**config.mk**
```make
export PLATFORM = sky130hd
export DESIGN_NAME = button_conditioner
export DESIGN_NICKNAME = d
export VERILOG_FILES = /design/src/rtl/button_conditioner_pkg.sv /design/src/rtl/button_conditioner_debounce_channel.sv /design/src/rtl/button_conditioner.sv
export SDC_FILE = /design/constraint.sdc
export NUM_CORES = 1
export LEC_CHECK = 0
export ABC_AREA = 1
export CAP_MARGIN = 20
export CORE_MARGIN = 2
export CORE_UTILIZATION = 45
export DETAILED_ROUTE_END_ITERATION = 16
export HOLD_SLACK_MARGIN = 0.12
export PLACE_DENSITY = 0.66
export SLEW_MARGIN = 25
export SYNTH_ARGS = -nofsm -noshare
export SYNTH_HDL_FRONTEND = slang
export SYNTH_SLANG_ARGS = --single-unit
```
**constraint.sdc**
```tcl
create_clock -name clk -period 1.2 [get_ports clk]
set_input_delay 0.12 -clock clk [delete_from_list [all_inputs] [get_ports clk]]
set_output_delay 0.12 -clock clk [all_outputs]
set_load 0.05 [all_outputs]
```
**src/rtl/button_conditioner_pkg.sv**
```systemverilog
// Shared types and constants for the bicycle light button front end.
package button_conditioner_pkg;

   typedef enum logic [1:0] {
      IDLE         = 2'b00,
      PRESS_WAIT   = 2'b01,
      HELD         = 2'b10,
      RELEASE_WAIT = 2'b11
   } db_state_t;

   localparam int unsigned BTN_NEXT   = 0;
   localparam int unsigned BTN_SLOWER = 1;
   localparam int unsigned BTN_FASTER = 2;

   // Bits needed to hold a counter value from 0 up to and including max_val.
   function automatic int unsigned cnt_width(input int unsigned max_val);
      return int'($clog2(max_val + 1));
   endfunction

endpackage

```
**src/rtl/button_conditioner_debounce_channel.sv**
```systemverilog
// One button channel: 2-flop synchroniser, saturating debounce counter and press FSM.
// Optional auto-repeat while held is built when AUTO_REPEAT_EN is defined.
module button_conditioner_debounce_channel
   import button_conditioner_pkg::*;
#(
   parameter int unsigned DB_CYCLES = 16
`ifdef AUTO_REPEAT_EN
  ,parameter int unsigned REP_CYCLES = 64
`endif
)(
   input  logic clk,
   input  logic reset,
   input  logic raw,
   output logic pulse,
   output logic level
);

   localparam int unsigned CW = cnt_width(DB_CYCLES);

   logic          meta;
   logic          sync;
   db_state_t     state, state_nxt;
   logic [CW-1:0] cnt, cnt_nxt;
   logic          pulse_nxt;
   logic          level_nxt;
   logic          rep_fire;

   // Two-flop synchroniser for the asynchronous button level.
   always_ff @(posedge clk or negedge reset) begin
      if (!reset) begin
         meta <= 1'b0;
         sync <= 1'b0;
      end else begin
         meta <= raw;
         sync <= meta;
      end
   end

   always_ff @(posedge clk or negedge reset) begin
      if (!reset) begin
         state <= IDLE;
         cnt   <= '0;
         pulse <= 1'b0;
         level <= 1'b0;
      end else begin
         state <= state_nxt;
         cnt   <= cnt_nxt;
         pulse <= pulse_nxt;
         level <= level_nxt;
      end
   end

   // Counter is cleared on an accepted change so the next transition starts fresh.
   always_comb begin
      state_nxt = state;
      level_nxt = level;
      pulse_nxt = 1'b0;
      if (sync != level)
         cnt_nxt = (cnt == CW'(DB_CYCLES)) ? cnt : cnt + CW'(1);
      else
         cnt_nxt = '0;

      case (state)
         IDLE: begin
            if (sync)
               state_nxt = PRESS_WAIT;
         end
         PRESS_WAIT: begin
            if (!sync) begin
               state_nxt = IDLE;
            end else if (cnt == CW'(DB_CYCLES)) begin
               state_nxt = HELD;
               level_nxt = 1'b1;
               pulse_nxt = 1'b1;
               cnt_nxt   = '0;
            end
         end
         HELD: begin
            if (!sync)
               state_nxt = RELEASE_WAIT;
            else if (rep_fire)
               pulse_nxt = 1'b1;
         end
         RELEASE_WAIT: begin
            if (sync) begin
               state_nxt = HELD;
            end else if (cnt == CW'(DB_CYCLES)) begin
               state_nxt = IDLE;
               level_nxt = 1'b0;
               cnt_nxt   = '0;
            end
         end
      endcase
   end

`ifdef AUTO_REPEAT_EN
   localparam int unsigned RW = cnt_width(REP_CYCLES);

   logic [RW-1:0] rep, rep_nxt;

   // Repeat counter only advances while staying in HELD; any other state clears it.
   assign rep_fire = (state == HELD) && sync && (rep == RW'(REP_CYCLES - 1));

   always_comb begin
      rep_nxt = '0;
      if ((state == HELD) && sync && !rep_fire)
         rep_nxt = rep + RW'(1);
   end

   always_ff @(posedge clk or negedge reset) begin
      if (!reset)
         rep <= '0;
      else
         rep <= rep_nxt;
   end
`else
   assign rep_fire = 1'b0;
`endif

endmodule

```
**src/rtl/button_conditioner.sv**
```systemverilog
// Debounces N_BTN raw push-buttons into clean levels and one-cycle press pulses.
// Define AUTO_REPEAT_EN to add periodic repeat pulses while a button is held.
module button_conditioner
   import button_conditioner_pkg::*;
#(
   parameter int unsigned N_BTN      = 3,
   parameter int unsigned DB_CYCLES  = 16,
   parameter int unsigned REP_CYCLES = 64
)(
   input  logic             clk,
   input  logic             reset,
   input  logic [N_BTN-1:0] btn_raw,
   output logic [N_BTN-1:0] btn_pulse,
   output logic [N_BTN-1:0] btn_level
);

   // Channels are fully independent; simultaneous presses pulse together.
   for (genvar i = 0; i < N_BTN; i++) begin : g_chan
      button_conditioner_debounce_channel #(
         .DB_CYCLES  (DB_CYCLES)
`ifdef AUTO_REPEAT_EN
        ,.REP_CYCLES (REP_CYCLES)
`endif
      ) u_chan (
         .clk   (clk),
         .reset (reset),
         .raw   (btn_raw[i]),
         .pulse (btn_pulse[i]),
         .level (btn_level[i])
      );
   end

endmodule

```
Word level (Yosys, flattened, before mapping)
Index checks and enable logic that the tools add are counted.

Bits in registers: 33. Bits of input ports: 5. Output and inout port bits: 6. Word-level logic and storage cells: 135.

$add $sub $neg: 3. Eq/ne operators: 39. Mux-type cells: 63. Reduce and logical (&&, ||, !) cells: 12.

Operator list (number): 5-bit 2-to-1 mux (15); 2-bit 2-to-1 mux (18); 5-bit case mux with 2 select lines (3); 2-bit by 1-bit != test with 1-bit output, second input constant (12); 2-bit case mux with 4 select lines (3); 1-bit 2-to-1 mux (21); 5-bit by 1-bit adder with 5-bit output, second input constant (3); 5-bit equality test, second input constant (3); 5-bit AND reduction (3); 2-bit equality test, second input constant (6); 2-bit != test, second input constant (6); 4-bit AND reduction (3); 3-bit by 1-bit != test with 1-bit output, second input constant (3); 3-bit != test, second input constant (3); 2-bit by 1-bit equality test with 1-bit output, second input constant (3); 2-bit logical NOT (3); 1-bit case mux with 2 select lines (3); 2-bit nonzero test (3); 1-bit != test (3).

Logic depth before layout (Yosys ltp)
Depth in word-level cells: 6. Mapped depth: 7. Gate-level depth less buffers: 7.

Cells and area by module
Synthesis repeated with hierarchy kept, for this count alone.

Cells, all modules: 156. Area, all modules: 1490.2 um2.

By module, submodules not included: button_conditioner_debounce_channel (times used 3, cells each 52, area each 496.7 um2, seq. area each 275.3 um2).

Worst setup path after synthesis
Ideal clock, no wire load.

Kind: reg2reg. Start point: reg g_chan[0].u_chan.cnt[0]. End point: reg g_chan[0].u_chan.cnt[4]. Library setup time: 0.120 ns. Data arrival time: 1.032 ns. Required time: 1.080 ns. Setup slack: 0.048 ns. Stages on the path, launching flop included: 8. Path buffers: 0. Clock period less this slack: 1.152 ns. Cells stage by stage: dfrtp_1 -> inv_1 -> ha_1 -> nand2_2 -> nor2_4 -> nand3_2 -> nand2_1 -> nor2_1.

Longest elaborated chain between the ends: 6. Elaborated cells between the ends (all ways): 8. Those cells by class: add/sub (1); eq/ne (1); mux (6).

Ends and longest elaborated chain: start, declared (RTL line button_conditioner_debounce_channel.sv:23) `logic [CW-1:0] cnt, cnt_nxt;`; start signal, assigned (RTL line button_conditioner_debounce_channel.sv:47) `cnt <= cnt_nxt;`; 5-bit by 1-bit adder with 5-bit output or 5-bit equality test (tied branches) (RTL line button_conditioner_debounce_channel.sv:59, button_conditioner_debounce_channel.sv:71, button_conditioner_debounce_channel.sv:87); 5-bit 2-to-1 mux (RTL line button_conditioner_debounce_channel.sv:59) `cnt_nxt = (cnt == CW'(DB_CYCLES)) ? cnt : cnt + CW'(1);`; 5-bit 2-to-1 mux (RTL line button_conditioner_debounce_channel.sv:58) `if (sync != level)`; 5-bit 2-to-1 mux (RTL line button_conditioner_debounce_channel.sv:71, button_conditioner_debounce_channel.sv:87); 5-bit 2-to-1 mux (on tied branches) (RTL line button_conditioner_debounce_channel.sv:85, button_conditioner_debounce_channel.sv:69); 5-bit case mux with 2 select lines (*) (RTL line button_conditioner_debounce_channel.sv:63) `case (state)`; named net g_chan[0].u_chan.cnt_nxt[4] (RTL line button_conditioner_debounce_channel.sv:23).

The timed path passes the listed nets; every way through them passes the cells marked *. A chain may end at the register's enable or synchronous reset.

Worst setup path after layout
Start point: reg g_chan[1].u_chan.cnt[0]. End point: reg g_chan[1].u_chan.cnt[4].

Longest elaborated chain between the ends: 6. Elaborated cells between the ends (all ways): 8. Those cells by class: add/sub (1); eq/ne (1); mux (6).

Ends and longest elaborated chain (RTL line): start, declared (button_conditioner_debounce_channel.sv:23); start signal, assigned (button_conditioner_debounce_channel.sv:47); 5-bit by 1-bit adder with 5-bit output or 5-bit equality test (tied branches) (button_conditioner_debounce_channel.sv:59, button_conditioner_debounce_channel.sv:71, button_conditioner_debounce_channel.sv:87); 5-bit 2-to-1 mux (button_conditioner_debounce_channel.sv:59); 5-bit 2-to-1 mux (button_conditioner_debounce_channel.sv:58); 5-bit 2-to-1 mux (button_conditioner_debounce_channel.sv:71, button_conditioner_debounce_channel.sv:87); 5-bit 2-to-1 mux (on tied branches) (button_conditioner_debounce_channel.sv:85, button_conditioner_debounce_channel.sv:69); 5-bit case mux with 2 select lines (*) (button_conditioner_debounce_channel.sv:63); named net g_chan[1].u_chan.cnt_nxt[4] (button_conditioner_debounce_channel.sv:23).

Marked as above.

==> impl_metrics.tcl <==
set metrics [dict create \
    ys_types 18 \
    setup_slack_ns -0.00541 \
    syn_area_per_cell_um2 9.28 \
    crit_slowest_cell "dfrtp_1" \
    cp-end-kind "flip-flop" \
    total_power_mw 2.02 \
    grt_first_pass_wirelength_um 4290 \
    crit_buf_inv 1 \
    cts_root_buf "clkbuf_4" \
    rows 21 \
    n_antenna_cell 0 \
    final_nets 200 \
    areaGrowthSynthToFinish_pct 25.0 \
    period_needed_ns 1.21 \
    start_kind "flip-flop" \
    design.core.area_um2 3310 \
    ctsHtreeMaxLevel 2 \
    clock_latency_ns 0.32 \
    grtUsageMet3_pct 5.59 \
    min_period_over_period_pct 100 \
    synth-seq-cells 33 \
    grt_max_degree 34 \
    max_slew_margin_pct 80.5 \
    clkTransAtPathRegs_ns 0.09 \
    fin_cells 235 \
    hold_viol_final 0 \
    syn-num-nets 178 \
    grt_pass1_vias 1079 \
    cts_tree "done" \
    p_leak_nw 0.968 \
    clock-skew-final_ns 0.00566 \
    hold_path_class "input pin to async pin" \
    antenna_found_initial 0 \
    crit_fanout 3 \
    avgViaCountPerCell 4.55 \
    die_w_um 62.7 \
    drt_wl_total_um 2400 \
    die_h_um 62.7 \
    max_cap_violations 0 \
    critPathKind "flip-flop to flip-flop" \
    place_inst 225 \
    wl_per_cell_um 10.2 \
    rsz0062_at_grt "yes" \
    io_pins 11 \
    grt_busiest_layer "met2" \
    timing.rr.start "g_chan[1].u_chan.cnt[0]" \
    initial_utilization_pct 46.8 \
    gr-usage-met1_pct 14.5 \
    required_ns 1.42 \
    drc 0 \
    postRouteAntennaNets 0 \
    drt_iter0_markers 23 \
    yosysWarnings 0 \
    synth_area_leader_cell "dfrtp_1" \
    dr_total_vias 1070 \
    fmax_ghz 0.830 \
    tightestPinTransition_ns 0.291 \
    die_area_um2 3930 \
    ys_top_cells_by_area "dfrtp_1, nand2_1, inv_1, ha_1, nand2_2" \
    finalCoreUtilization_pct 58.5 \
    drv_slew 0 \
    critPathTopFamily "flip-flops" \
    drt_first_pass_iters 4 \
    met2_usage_pct 25.3 \
    cts_sinks 33 \
    drive_gt1_share_pct 31.2 \
    cp_cell_sequence "buf_4 > ha_1 > nand3_1 > xor2_1 > nor2_1" \
    crit_start "g_chan[1].u_chan.cnt[0]" \
    slowest_delay_ns 0.40 \
    arrival_ns 1.43 \
    syn_inst 167 \
    gp_congestion 0.750 \
    grt_use_total_pct 14.2 \
    cts_made_buffers 5 \
    syn_area_um2 1550 \
    p_per_area_nw_per_um2 1050 \
    dp.final_hpwl_um 1700 \
    synth_top_area_share_pct 53.3 \
    ctsHoldBuffers 0 \
    grt-ovfl-total 0 \
    synth_seq_area_share_pct 53.3 \
    peakVddDrop_v 0.000678 \
    io_buffers 10 \
    clock_path_buffers 2 \
    outcome "finished with violations" \
    violations "setup timing" \
    setup_viol 1 \
]
## cell usage in the layout (no fill, tap or decap), types with 3 or more instances in the layout
| master | instances |
|---|---|
| nand3_2 | 4 |
| nand3_1 | 5 |
| nand2_1 | 29 |
| nand4_1 | 3 |
| inv_2 | 8 |
| xor2_1 | 5 |
| nor2_1 | 13 |
| buf_12 | 7 |
| inv_1 | 22 |
| buf_4 | 10 |
| clkdlybuf4s50_1 | 4 |
| dfrtp_1 | 33 |
| nor2_4 | 3 |
| clkbuf_4 | 5 |
| o21ai_1 | 5 |
| xnor2_1 | 4 |
| nand2_2 | 12 |
## cell type report
cell class                 count  area (um2)
fill                         294        1370
sequential                    33         826
multi-input combinational     98         631
timing repair buffer          21         255
inverter                      30         113
tap                           46        57.6
clock buffer                   7        55.1
## report_power, final
part | switching [mW] | internal [mW] | total [mW]
sequential | 0.0352 | 1.15 | 1.19
combinational | 0.114 | 0.108 | 0.222
clock | 0.339 | 0.276 | 0.616
## stage by stage
stage / instance area [um2] / setup WS [ns] / setup TNS (ns) / hold WS, ns
after global placement: 1790 / -0.00986 / -0.0255 / 0.334
after CTS: 1860 / 0.00336 / 0 / 0.144
after global routing: 1940 / -0.0796 / -0.651 / 0.144
after floorplan: 1550 / 0.0476 / 0 / -0.176
final: 1940 / -0.00541 / -0.00541 / 0.145
after detailed placement: 1790 / -0.0291 / -0.0950 / 0.339
## synth_stat cells, drive strengths merged
| cell type | number |
|---|---|
| inv | 30 |
| nand2 | 43 |
| dfrtp | 33 |
| xnor2 | 5 |
| nand3 | 9 |
| xor2 | 5 |
| nor3 | 2 |
| buf | 6 |
| nand4 | 3 |
| ha | 6 |
| nor2 | 18 |
| o21ai | 7 |
## per-layer routing
metal,part of all wire (%),vias to the layer above
met3,4.0,6
met2,52,14
met1,42,504
met5,0,-
met4,2.2,0
li1,-,546
## flip-flops by register name, summed over array words and instances, names as in the netlist, named ones only
signal and cells:
g_chan.u_chan.sync 3, g_chan.u_chan.cnt 15, g_chan.u_chan.pulse 3, g_chan.u_chan.level 3, g_chan.u_chan.state 3, g_chan.u_chan.meta 3
## worst reg2reg max path, cell delays in order, from the launching register on
cell and delay [ns]:
dfrtp_1 0.40, buf_4 0.15, ha_1 0.22, nand3_1 0.10, xor2_1 0.16, nor2_1 0.07
## worst paths after layout
check / to / slack, ns / depth (start not counted)
worst max-delay path: g_chan[1].u_chan.cnt[4] / -0.005 / 5
worst min-delay path: g_chan[0].u_chan.cnt[3] / 0.15 / 2
max in group asynchronous: g_chan[2].u_chan.cnt[1] / 0.88 / 2
worst max register to register: g_chan[1].u_chan.cnt[4] / -0.005 / 5
worst min register to register: g_chan[1].u_chan.sync / 0.36 / 0
min in group clk: g_chan[2].u_chan.meta / 0.22 / 1
## logic make-up (layout without fill, tap and decap cells)
| family | Yosys count | in the layout | synth area share (%) |
|---|---|---|---|
| flip-flops | 33 | 33 | 53.3 |
| XOR/XNOR | 10 | 10 | 5.65 |
| adder cells (fa/ha/maj) | 6 | 6 | 4.85 |
| buffers and inverters | 36 | 58 | 10.2 |
| AO/OA/AOI/OAI | 7 | 7 | 2.26 |
| AND/OR/NAND/NOR | 75 | 75 | 23.7 |
## what timing repair did
item                                    in CTS  in global routing
endpoints found under the setup margin      11                 20
setup buffers                                1                  2
pin swaps                                    3                 11
gates resized for setup                      3                 17
gates cloned                                 0                  0
No activity file was read; power rests on OpenSTA's default activity.
==> edit, RTL diff (same flow settings) <==
Build with the macro `AUTO_REPEAT_EN` defined.
--- a/src/rtl/button_conditioner_debounce_channel.sv
+++ b/src/rtl/button_conditioner_debounce_channel.sv
@@ -2,2 +2,4 @@
 // Optional auto-repeat while held is built when AUTO_REPEAT_EN is defined.
+`define AUTO_REPEAT_EN
+
 module button_conditioner_debounce_channel
Check against the original RTL: no difference found for any inputs over 10 cycles, from zero or initial values and one cycle with reset low; that may be too few to reach the edited logic, so the function may still have changed.
==> edit against the unedited design <==
- critical path depth is the same
- highest routed layer unchanged
- final area increased by 100%
- area after synthesis is 89% higher
- sequential cell count grew 21
- total power increased to 2.7 times the old value
- routed wire length increased by 130%
- setup slack better by 0.016 ns
- synthesized cell count rose by 110%
- critical endpoint is now g_chan[0].u_chan.cnt[4]
==> edit: results (changes against the unedited design) <==
Area contributors post-synth dfrtp_1 46%, nand2_1 9.8%, ha_1 9.0%; Power Internal 3.41 mW (+120%); Worst Hold Class primary input to flop; cts repair resizes 39 (+36); root buf cell clkbuf_8; pin count of the biggest net entering global routing 55 (+62%); DPL Wire Length 3580 um (+110%); first-pass GRT wire length 9140 um (+110%); nets 424 (+110%); post-route cell area 3930 um2 (+100%); Fill cells 540 (+84%); GPL Wtd Cong 0.810 (+8.0%); Finished Layout Cells 476 (+100%); Leak Pwr 1.77 nW (+83%); WP data arrival 1.40 ns (-0.03 ns); global-route track usage on met3 2.36% (-3.2 points); library cells used by synthesis 21 (+3); fraction of layout cells with a size suffix above 1 42.6% (+11 points); met2 wire length 2880 um (+130%); Final clock-cell share 2.29% (-0.55 points); multi-input gate share of total cell area 42.7% (+10 points); worst vdd ir 0.000882 V (+30%); CLK BUF 6 (-1); Storage cell area 1360 um2 (+65%); Multi-Input Combinational 226 (+130%); CP max-delay cell dfrtp_2; wl on met1 2420 um (+140%); Psw 2.06 mW (+320%); pre-CTS setup slack -0.0424 ns (-0.0133 ns); Clock Power Share 19.4% (-11 points); crit path max fanout 4 (+1); vias per std cell 4.86 (+6.6%); status finished, final reports clean; Worst Clk Skew 0.00970 ns (+0.00404 ns)
-- edit: final timing paths --
kind / from / end / slack, ns / cells past startpoint
worst min-delay path: btn_raw[0] / g_chan[0].u_chan.meta / 0.23 / 1
worst min register to register: g_chan[0].u_chan.meta / g_chan[0].u_chan.sync / 0.36 / 0
worst max-delay path: g_chan[0].u_chan.state[0] / g_chan[0].u_chan.cnt[4] / 0.01 / 5
worst max register to register: g_chan[0].u_chan.state[0] / g_chan[0].u_chan.cnt[4] / 0.01 / 5
max in group asynchronous: reset / g_chan[2].u_chan.sync / 0.61 / 3
min in group asynchronous: reset / g_chan[1].u_chan.rep[1] / 0.32 / 3
-- edit: kinds of logic after synthesis --
| logic type | share of synthesized area [%] |
|---|---|
| AND/OR/NAND/NOR | 23.5 |
| XOR/XNOR | 5.60 |
| buffers and inverters | 10.9 |
| flip-flops | 46.2 |
| adder cells (fa/ha/maj) | 8.98 |
| AO/OA/AOI/OAI | 4.88 |
